[config.mk]
export PLATFORM = sky130hd
export DESIGN_NAME = hilo_muldiv_seq
export DESIGN_NICKNAME = d
export VERILOG_FILES = /design/src/rtl/hilo_muldiv_seq.sv
export SDC_FILE = /design/constraint.sdc
export NUM_CORES = 1
export LEC_CHECK = 0
export BUFFER_PORTS_ARGS = -buffer_cell sky130_fd_sc_hd__buf_2
export CAP_MARGIN = 0
export CORE_MARGIN = 4
export CORE_UTILIZATION = 45
export CTS_BUF_LIST = sky130_fd_sc_hd__clkbuf_8
export CTS_CLUSTER_SIZE = 40
export DETAILED_ROUTE_END_ITERATION = 8
export PLACE_DENSITY = 0.74
export SETUP_SLACK_MARGIN = 0.05
export SLEW_MARGIN = 20
export SYNTH_ARGS = -nofsm -noshare
export SYNTH_HDL_FRONTEND = slang
export SYNTH_SLANG_ARGS = --single-unit
export TNS_END_PERCENT = 5
[constraint.sdc]
create_clock -name clk -period 3.4 [get_ports clk]
set_clock_uncertainty 0.1 [all_clocks]
set_input_delay 0.68 -clock clk [delete_from_list [all_inputs] [get_ports clk]]
set_output_delay 0.68 -clock clk [all_outputs]
set_load 0.01 [all_outputs]
[src/rtl/hilo_muldiv_seq.sv]
// HI/LO multiply/divide sequencer: iterative radix-2 MULTU and restoring DIVU,
// with pipeline stall generation for MFHI/MFLO while an operation is in flight.
module hilo_muldiv_seq #(
  parameter int WIDTH = 32
) (
  input  logic             clk,
  input  logic             rst_n,
  input  logic             start,
  input  logic             op_div,
  input  logic [WIDTH-1:0] src_a,
  input  logic [WIDTH-1:0] src_b,
  input  logic             rd_req,
  output logic             busy,
  output logic             stall,
  output logic             done,
  output logic             div_by_zero,
  output logic [WIDTH-1:0] hi,
  output logic [WIDTH-1:0] lo
);

  localparam int CW = (WIDTH > 1) ? $clog2(WIDTH) : 1;

  localparam logic [1:0] S_IDLE = 2'd0;
  localparam logic [1:0] S_MUL  = 2'd1;
  localparam logic [1:0] S_DIV  = 2'd2;
  localparam logic [1:0] S_DONE = 2'd3;

  logic [1:0]       state;
  logic [CW-1:0]    cnt;
  // upper: partial product high half / remainder; lower: multiplier / quotient
  logic [WIDTH-1:0] upper;
  logic [WIDTH-1:0] lower;
  logic [WIDTH-1:0] operand;

  logic [WIDTH:0]   mul_sum;
  logic [WIDTH-1:0] mul_upper_nx;
  logic [WIDTH-1:0] mul_lower_nx;

  logic [WIDTH:0]   rem_sh;
  logic [WIDTH:0]   trial;
  logic [WIDTH-1:0] div_upper_nx;
  logic [WIDTH-1:0] div_lower_nx;

  always_comb begin
    mul_sum = {1'b0, upper} + (lower[0] ? {1'b0, operand} : '0);
    {mul_upper_nx, mul_lower_nx} = {mul_sum, lower[WIDTH-1:1]};
  end

  // Remainder before the shift is below the divisor, so the WIDTH+1-bit
  // difference's top bit is a valid sign even when rem_sh exceeds WIDTH bits.
  always_comb begin
    rem_sh = {upper, lower[WIDTH-1]};
    trial  = rem_sh - {1'b0, operand};
    if (!trial[WIDTH]) begin
      div_upper_nx = trial[WIDTH-1:0];
      div_lower_nx = {lower[WIDTH-2:0], 1'b1};
    end else begin
      div_upper_nx = rem_sh[WIDTH-1:0];
      div_lower_nx = {lower[WIDTH-2:0], 1'b0};
    end
  end

  always_ff @(posedge clk or negedge rst_n) begin
    if (!rst_n) begin
      state       <= S_IDLE;
      cnt         <= '0;
      upper       <= '0;
      lower       <= '0;
      operand     <= '0;
      hi          <= '0;
      lo          <= '0;
      div_by_zero <= 1'b0;
    end else begin
      case (state)
        S_IDLE: begin
          if (start) begin
            div_by_zero <= 1'b0;
            cnt         <= CW'(WIDTH - 1);
            if (op_div && (src_b == '0)) begin
              hi          <= src_a;
              lo          <= '1;
              div_by_zero <= 1'b1;
              state       <= S_DONE;
            end else if (op_div) begin
              upper   <= '0;
              lower   <= src_a;
              operand <= src_b;
              state   <= S_DIV;
            end else begin
              upper   <= '0;
              lower   <= src_b;
              operand <= src_a;
              state   <= S_MUL;
            end
          end
        end
        S_MUL: begin
          upper <= mul_upper_nx;
          lower <= mul_lower_nx;
          cnt   <= cnt - 1'b1;
          if (cnt == '0) begin
            hi    <= mul_upper_nx;
            lo    <= mul_lower_nx;
            state <= S_DONE;
          end
        end
        S_DIV: begin
          upper <= div_upper_nx;
          lower <= div_lower_nx;
          cnt   <= cnt - 1'b1;
          if (cnt == '0) begin
            hi    <= div_upper_nx;
            lo    <= div_lower_nx;
            state <= S_DONE;
          end
        end
        S_DONE:  state <= S_IDLE;
        default: state <= S_IDLE;
      endcase
    end
  end

  assign busy  = (state == S_MUL) || (state == S_DIV);
  assign stall = busy & (rd_req | start);
  assign done  = (state == S_DONE);

endmodule

==> summary.txt <==
Most used DFF post-synth: dfrtp_1
Most common library cells after synthesis: 262 x nand2_1, 175 x o21ai_0, 168 x dfrtp_1
RSZ-0062 raised after global routing: yes
Most frequent CP cell: inv_2
Via-to-Cell Ratio: 6.062
Syn_area_per_cell: 8.382 um^2
Max clock buf depth: 2
CP Capture Type: register
Post-synth top area share: 0.3380
EDFF count, synth: 0
Endpoints failing hold: 0
Die X: 174.3 um
Std cell rows: 60
Via Count: 12,520
GP Congestion: 0.9926
HPWL after DPL: 30,920 um
CTS tree: built
Startpoint types: register
Clk Latency, worst-skew pair: 480 ps
Syn-to-layout area delta: 22.11%
Pre-CTS setup slack: -144.5 ps
Syn Inst Count: 1,484
CORE AREA: 0.02710 mm^2
Cell family with most CP delay: compound AO/OA/AOI/OAI gates
Reg2reg start: lower[31]
FF-to-FF path depth: 15
Slew Viols, Final: 0
Fmax achieved: 0.2971 GHz
WS Path Type: reg -> reg
Worst path bufs/invs: 4
CTS Sinks: 168
Biggest area consumer among synthesized cells: dfrtp_1
Least-Margin Pin Slew: 854.0 ps
Cts bufs inserted: 17
Largest net degree at the start of global routing: 80
Arr. time, crit path: 3640 ps
Max cap viols: 0
DRT antenna net count: 0
Top Ports: 137
Tmin final: 3366 ps
Reg2reg setup slack: 30 ps
Slowest CP cell: dfrtp_1
CTS clk-pin slew, worst paths: 110 ps
GR Overflow Total: 0
Worst slew margin: 0.4307
Starting Density: 0.4590
Worst reg2reg endpoint: hi[16]
Wire length of the first global-routing pass: 65,230 um
Crit-path max FO: 5
Synthesis-stage register bit count: 168
Critical Path RT: 3670 ps
Number of fill cells: 2,410
Library cells used by synthesis: 77
Outcome: finished, final reports clean
Seq/Total Area, Yosys: 0.3380
Tot GR Track Use: 0.2632
Post-synth ARST share: 1.000
Initial detailed-routing violation count: 1,345
DRT Pass-1 Iters: 5
Root buffer cell: clkbuf_8
PortBufs: 136
Setup Viol. Count Final: 0
DRC: 0
Antenna diodes: 0
Die span in y: 174.3 um
Per-cell routed wire length: 20.28 um
Cell Area, Synth: 0.01244 mm^2
Setup ws final: 33.93 ps
Share of cells above drive strength 1: 0.2538
Fin crit share: 0.9900
Crit path largest cell delay: 400 ps
Area contributors post-synth: dfrtp_1 34%, nand2_1 7.9%, ha_1 7.2%
Mapped Nets: 1,627
YS warnings: 0
Die ar.: 0.03037 mm^2
H-tree depth: 4
Fin nets: 1,824
Crit-path cells: inv_2 > ha_4 > inv_2 > fa_2 > a211oi_4 > o211ai_2 > a41oi_2 > o221ai_2 > a41o_4 > xor2_4 > buf_6 > buf_12 > mux2i_4 > o211ai_1 > a22o_1
Initial antenna violation count: 2
Worst hold path class: in -> async
Post-Route WL: 41,890 um
Number of global-route vias before repair: 11,980
Count leader, synth: nand2_1
stage by stage:
stage / cells / utilization / hold WS (ps) / area (um^2) / TNS (ps)
2_1_floorplan: 1484 / - / 284.4 / 12440 / 0
3_3_place_gp: 2018 / 0.5261 / 356.0 / 14260 / -105.0
3_5_place_dp: 2018 / 0.5261 / 358.6 / 14260 / -1986
4_1_cts: 2059 / 0.5466 / 67.48 / 14810 / 0
5_1_grt: 2066 / 0.5605 / 65.14 / 15190 / -1288
6_report: 2066 / 0.5605 / 46.63 / 15190 / 0
worst max-delay path by stage:
stage	startpoint	end	slack (ps)	depth (start not counted)
6_report	lower[31]	hi[16]	30	15
3_5_place_dp	lower[31]	hi[16]	-140	14
4_1_cts	lower[31]	hi[23]	2	15
3_3_place_gp	lower[31]	hi[3]	-60	14
2_1_floorplan	lower[31]	hi[3]	110	14
5_1_grt	lower[31]	hi[16]	-110	15
logic make-up after synthesis:
group,synth area share
XOR/XNOR,0.04315
multiplexers,0.07323
AND/OR/NAND/NOR,0.1717
buffers and inverters,0.04788
flip-flops,0.3380
AO/OA/AOI/OAI,0.2505
adder cells (fa/ha/maj),0.07564
cells in the final DEF, fill, tap and decap left out, drive strengths merged, types with 42 or more instances in the layout:
cell type and n:
dfrtp 168, nand2 263, ha 72, mux2 47, a31oi 42, o21ai 189
inv 61, buf 272, a21oi 71, nor2 69
per-layer routing:
metal  vias to the layer above  share of wire  global-route usage
met3                        76          0.089             0.03871
met1                      6075           0.44              0.3878
li1                       5750              -                   -
met5                         -        0.00031                   0
met4                         2          0.023             0.06598
met2                       621           0.45              0.4080
worst reg2reg max path, stage by stage, from the launching register on:
cell and delay (ps):
dfrtp_1 400, inv_2 90, ha_4 130, inv_2 30, fa_2 360, a211oi_4 250
o211ai_2 110, a41oi_2 240, o221ai_2 160, a41o_4 290, xor2_4 190, buf_6 170
buf_12 150, mux2i_4 230, o211ai_1 110, a22o_1 250
final cells by class:
| class | instances | area (um^2) | area share |
|---|---|---|---|
| clock buffers | 17 | 234.0 | 0.01540 |
| clock inverters | 15 | 160.2 | 0.01054 |
| inverters | 54 | 202.7 | 0.01334 |
| multi-input cells | 1167 | 8040 | 0.5293 |
| flip-flops and latches | 168 | 4205 | 0.2769 |
| well taps | 372 | 465.4 | 0.03064 |
| repair buffers | 273 | 1882 | 0.1239 |
state kept, by name, indices dropped and copies added (netlist names):
register	cells
cnt	5
div_by_zero	1
hi	32
lo	32
lower	32
operand	32
state	2
upper	32
timing repair:
item / 4_1_cts / 5_1_grt
resized for setup: 21 / 64
setup buffers: 8 / 6
cloned: 1 / 1
hold buffers: 0 / 0
pin swaps: 11 / 41
endpoints found under the setup margin: 62 / 66
Power is not shown: default switching activity piles up to over one toggle a cycle in this logic, so the estimate is an artifact.
